`src/rtl/cordic_pkg.sv`:
```
// rtl/cordic_pkg.sv - shared types and constants for the CORDIC custom-instruction front-end
package cordic_pkg;

  typedef enum logic [1:0] {
    IDLE = 2'd0,
    HOLD = 2'd1,
    DONE = 2'd2
  } state_t;

  localparam int CORE_PERIOD = 5;
  localparam int FLOAT_W     = 32;
  localparam int FIXED_W     = 22;

  // Two full core periods plus one guarantees the core has latched and re-emitted the operand.
  localparam int HOLD_CYCLES_DEFAULT = 2 * CORE_PERIOD + 1;

endpackage

```
`src/rtl/cordic_ci_sequencer.sv`:
```
// rtl/cordic_ci_sequencer.sv - Nios II multi-cycle CI sequencer in front of the CORDIC core
module cordic_ci_sequencer
  import cordic_pkg::*;
#(
  parameter int HOLD_CYCLES = HOLD_CYCLES_DEFAULT,
  parameter int CNT_W       = 4
) (
  input  logic               clk,
  input  logic               reset,
  input  logic               clk_en,
  input  logic               start,
  input  logic               n,
  input  logic [FLOAT_W-1:0] dataa,
  output logic [FLOAT_W-1:0] result,
  output logic               done,
  output logic               busy,
  output logic [FLOAT_W-1:0] core_float_in,
  input  logic [FLOAT_W-1:0] core_float_out
);

  if ((2 ** CNT_W) <= HOLD_CYCLES) begin : g_cnt_w_check
    $error("CNT_W too narrow for HOLD_CYCLES");
  end
  if (HOLD_CYCLES < 2 * CORE_PERIOD + 1) begin : g_hold_check
    $error("HOLD_CYCLES shorter than two core periods plus one");
  end

  localparam logic [CNT_W-1:0] CNT_LAST = CNT_W'(HOLD_CYCLES - 1);

  state_t             state, state_d;
  logic [CNT_W-1:0]   cnt, cnt_d;
  logic [FLOAT_W-1:0] result_d, core_float_in_d;
  logic               done_d, busy_d;

  always_ff @(posedge clk or posedge reset) begin
    if (reset) begin
      state         <= IDLE;
      cnt           <= '0;
      result        <= '0;
      done          <= 1'b0;
      busy          <= 1'b0;
      core_float_in <= '0;
    end else if (clk_en) begin
      state         <= state_d;
      cnt           <= cnt_d;
      result        <= result_d;
      done          <= done_d;
      busy          <= busy_d;
      core_float_in <= core_float_in_d;
    end
  end

  always_comb begin
    state_d         = state;
    cnt_d           = cnt;
    result_d        = result;
    done_d          = 1'b0;
    busy_d          = busy;
    core_float_in_d = core_float_in;
    case (state)
      IDLE: begin
        if (start) begin
          if (n) begin
            result_d = dataa;
            done_d   = 1'b1;
          end else begin
            core_float_in_d = dataa;
            cnt_d           = '0;
            busy_d          = 1'b1;
            state_d         = HOLD;
          end
        end
      end
      HOLD: begin
        // Sample only once the operand has been stable for the whole settling window.
        if (cnt == CNT_LAST) begin
          result_d = core_float_out;
          done_d   = 1'b1;
          state_d  = DONE;
        end else begin
          cnt_d = cnt + 1'b1;
        end
      end
      DONE: begin
        busy_d  = 1'b0;
        state_d = IDLE;
      end
      default: state_d = IDLE;
    endcase
  end

endmodule

```
`config.mk`:
```
export PLATFORM = sky130hd
export DESIGN_NAME = cordic_ci_sequencer
export DESIGN_NICKNAME = d
export VERILOG_FILES = /design/src/rtl/cordic_pkg.sv /design/src/rtl/cordic_ci_sequencer.sv
export SDC_FILE = /design/constraint.sdc
export NUM_CORES = 1
export LEC_CHECK = 0
export ABC_AREA = 1
export BUFFER_PORTS_ARGS = -buffer_cell sky130_fd_sc_hd__buf_2
export CAP_MARGIN = 10
export CELL_PAD_IN_SITES_DETAIL_PLACEMENT = 2
export CELL_PAD_IN_SITES_GLOBAL_PLACEMENT = 2
export CORE_MARGIN = 8
export CORE_UTILIZATION = 23
export CTS_CLUSTER_DIAMETER = 40
export DETAILED_ROUTE_END_ITERATION = 6
export GPL_TIMING_DRIVEN = 0
export PLACE_DENSITY = 0.79
export SLEW_MARGIN = 25
export SYNTH_ARGS = -nofsm -noshare
export SYNTH_HDL_FRONTEND = slang
export SYNTH_SLANG_ARGS = --single-unit
```
`constraint.sdc`:
```
create_clock -name clk -period 1.9 [get_ports clk]
set_input_delay 0.19 -clock clk [delete_from_list [all_inputs] [get_ports clk]]
set_output_delay 0.19 -clock clk [all_outputs]
set_load 0.02 [all_outputs]
```
After elaboration in Yosys (flattened, before gate mapping)
Cells that the tools add are included.
- multiplexer cells: 19
- reduce and logical (&&, ||, !) cells: 8
- bitwise logic cells: 1
- equal/unequal tests: 8
- add/sub/neg operators: 1
- operators with widths (operator ; count):
    $mux 32 ; 3
    $pmux 32 s2 ; 1
    $mux 4 ; 3
    $reduce_and 4->1 ; 3
    $ne 2x2->1 const B ; 5
    $reduce_and 5->1 ; 2
    $pmux 4 s2 ; 1
    $mux 2 ; 3
    $mux 1 ; 5
    $add 4x1->4 const B ; 1
    $eq 4x4->1 const B ; 1
    $pmux 1 s2 ; 2
    $pmux 2 s2 ; 1
    $reduce_bool 2->1 ; 2
    $eq 2x1->1 const B ; 1
    $eq 2x2->1 const B ; 1
    $logic_not 2->1 ; 1
    $not 1->1 ; 1
- word-level logic and storage cells: 43
- bits in registers: 72
- output and inout bits: 66
- input bits: 69

Logic depth before layout (Yosys ltp)
- word-level depth: 3
- mapped depth: 10
- depth with buffers taken out: 9

Worst setup path after synthesis
OpenSTA, ideal clock, no wires.
- kind: register -> register
- start point: register cnt[0]
- end point: register result[0]
- setup time: 0.117 ns
- setup slack: 0.492 ns
- buffers on the path: 1
- cell stages (with the launch flop): 11
- arrival: 1.291 ns
- data required time: 1.783 ns
- cell sequence: dfrtp_1 inv_1 ha_1 nand2_1 nor2_1 nand2_2 nand2_2 nand2_4 buf_6 nand2_1 nand2_1
- word-level cells in the longest chain between the ends: 3
- RTL lines (what ; RTL line ; text):
    from (decl) ; cordic_ci_sequencer.sv:31 ; logic [CNT_W-1:0] cnt, cnt_d;
    from (signal assigned) ; cordic_ci_sequencer.sv:45 ; cnt <= cnt_d;
    $eq 4x4->1 ; cordic_ci_sequencer.sv:76 ; if (cnt == CNT_LAST) begin
    $ne 2x2->1 (no line) ; - ;
    $reduce_and 5->1 (no line) ; - ;
    to (signal assigned) ; cordic_ci_sequencer.sv:46 ; result <= result_d;
    to (decl) ; cordic_ci_sequencer.sv:14 ; output logic [FLOAT_W-1:0] result,
Every way passes these cells.
A chain may end at the register's enable or synchronous reset.

Worst setup path after layout
- start point: register cnt[0]
- end point: register result[24]
Same word-level chain as after synthesis.

==> flow_summary.ini <==
[logic_synthesis]
synth_edf_count = 0
synth_top_cell_by_area = dfrtp_1
synth_seq_area_share = 0.540
syn-num-nets = 508
synth.area.top_cells = dfrtp_1, nand2_1, nand3_1
syn_avg_cell_area_um2 = 7.64
synthCells = 437
yosysWarningCount = 0
synth_seq_cells = 72
async_flop_share = 1.00
netlist_area_mm2 = 0.00334
synth_commonest_cells = nand2_1, dfrtp_1, nand3_1
yosys.area.top_type_share = 0.540
synth_cell_types = 21
post-synth-top-count-cell = nand2_1
synth_ff_type = dfrtp_1

[worst_hold_path]
hold_class = in2reg
holdCritStartpoint = dataa[9]

[clock_network]
cts_tree = done
clock-root-buffer = clkbuf_16
cts-buffers-inserted = 9
clockBufferDepth = 2
htreeDepth = 3
cts.clk_slew.worst_paths_ns = 0.06
clock-sinks = 72
clkLatencyLatePin_ns = 0.34
post-cts-setup-buffer-count = 0

[final_layout]
drive_gt1_frac = 0.299
n_fill_cell = 1679
syn2layout_area_growth_pct = 37.6
antennaDiodeCount = 0
fin_cells = 773
num-nets-final = 655
design_area_mm2 = 0.00459

[timing]
period_minus_slack_ns = 1.66
period_share = 0.873
fmax_ghz = 0.603
tns_ns = 0
final.setup_skew_ns = 0.00677
max-slew-margin-rel = 0.588
slew_violations = 0
tightest_slew_ns = 0.616
whs_ns = 0.0637
setup_viol_count_final = 0
rsz0062_at_grt = no
final_hold_viol_count = 0

[detailed_routing]
first_pass_iters = 4
wirelength_um = 13300
drt_iter0_drc = 132
drc_errors = 0
vias_per_cell = 4.41
vias = 3409
detail_route.wl_per_cell_um = 17.2
ant_nets = 0

[worst_setup_path]
slowest_stage = dfrtp_1
r2r_start = cnt[0]
crit_start = cnt[0]
crit_type = reg2reg
worst_path_largest_cell_delay_ns = 0.41
crit_chain = inv_1 > ha_1 > nand2_1 > nor2_1 > nand2_2 > nand2_2 > nand2_4 > buf_6 > nand2_1 > nand2_1
cp_data_required_time_ns = 2.13
cp.arrival_ns = 1.89
crit_path_end = result[24]
rr_worst_depth = 10
critPathMaxFanout = 10
r2r_slack_ns = 0.24
start_kind = flop
path_common_cell = nand2_1
cp-end-kind = flop
r2r_end = result[24]

[pwr]
pwr_density_cell_mw_per_mm2 = 1630
sw_frac_of_total = 0.434
p_comb_frac = 0.421
p_leak_nw = 2.73
seqPwrFrac = 0.347
pwr-share-clk = 0.231
p_sw_mw = 3.24
internal_power_mw = 4.23
p_total_mw = 7.47
ir_drop_uv = 430

[place]
gp_congestion = 0.783
dp_hpwl_um = 10200
dp_cells = 756
io_buffers = 133
place_area_mm2 = 0.00428

[global_routing]
grt-ovfl-total = 0
antenna_found_initial = 0
grt_pass1_wl_um = 21000
grt_pass1_vias = 3946
grt_usage = 0.148
grt_max_degree = 27

[floorplanning]
die_h_um = 136
fp.coreArea_mm2 = 0.0144
initial_utilization = 0.232
io_pins = 135
fp-row-count = 44
dieArea_mm2 = 0.0186
fp.dieW_um = 136

[run]
maxCapViolations = 0

[outcome]
status = finished clean
-- critical path: cells and delay by family (launching register included) --
kind	cells	cell delay (ns)
fa+ha+maj	1	0.15
simple gates	7	0.72
buf+inv	2	0.24
flops	1	0.41
-- logic make-up after synthesis --
logic type	count (synthesis)	share of synthesized area
compound gates	9	0.0172
xor+xnor	1	0.00263
fa+ha+maj	2	0.00750
buf+inv	32	0.0506
flops	72	0.540
simple gates	321	0.382
-- sequential cells by signal (all words and copies together) (netlist names) --
name,cells
busy,1
done,1
core_float_in,32
cnt,4
state,2
result,32
-- power by group through the flow --
stage	Sequential [mW]	Combinational (mW)	Clock [mW]
floorplan	3.34	1.15	0
detailed placement	2.63	3.24	0
global placement	2.59	3.10	0
finish	2.59	3.15	1.73
global route	2.69	3.52	1.84
CTS	2.62	3.26	1.78
-- cell type report --
type	count	area, um2	share of cell area
Clock inverter	2	10.0	0.00218
Tap cell	184	230	0.0501
Inverter	10	43.8	0.00954
Clock buffer	14	294	0.0641
Buffer	22	129	0.0281
Sequential cell	72	1800	0.392
Multi-Input combinational cell	333	1370	0.298
Timing Repair Buffer	136	716	0.156
-- per-layer routing --
| metal | wire [um] | global-route usage |
|---|---|---|
| met5 | 0 | 0 |
| met4 | 157 | 0.0458 |
| met3 | 788 | 0.0410 |
| met2 | 6830 | 0.259 |
| met1 | 5490 | 0.172 |
-- through the flow --
| step | utilization | setup slack (ns) |
|---|---|---|
| 4_1_cts | 0.319 | 0.207 |
| 5_1_grt | 0.319 | 0.0891 |
| 6_report | 0.319 | 0.241 |
| 3_5_place_dp | 0.298 | 0.228 |
| 2_1_floorplan | - | 0.492 |
| 3_3_place_gp | 0.295 | 0.262 |
-- worst min-delay path by stage --
stage / to / slack, ns / depth (start not counted)
floorplan: core_float_in[28] / 0.31 / 2
global placement: core_float_in[8] / 0.41 / 3
detailed placement: core_float_in[6] / 0.30 / 2
CTS: core_float_in[27] / 0.06 / 3
global route: core_float_in[26] / 0.07 / 3
finish: core_float_in[9] / 0.06 / 3
-- placed cells by master, fill, tap and decap left out, types with 3 or more instances in the layout --
cell type | Yosys | routed
o21bai_1 | 4 | 4
nor2_1 | 8 | 8
inv_1 | 7 | 6
clkbuf_1 | 6 | 6
buf_6 | 3 | 3
clkbuf_16 | 0 | 9
nand3_1 | 34 | 34
clkbuf_8 | 0 | 5
buf_4 | 3 | 3
buf_2 | 10 | 143
dfrtp_1 | 72 | 72
nand2_1 | 274 | 274
-- repair_timing --
item | 4_1_cts | 5_1_grt
gates resized for setup | 0 | 0
hold buffers | 1 | 0
endpoints found under the hold margin | 22 | 0
setup endpoints to repair | 0 | 0
Power figures use the tool's default switching activity.
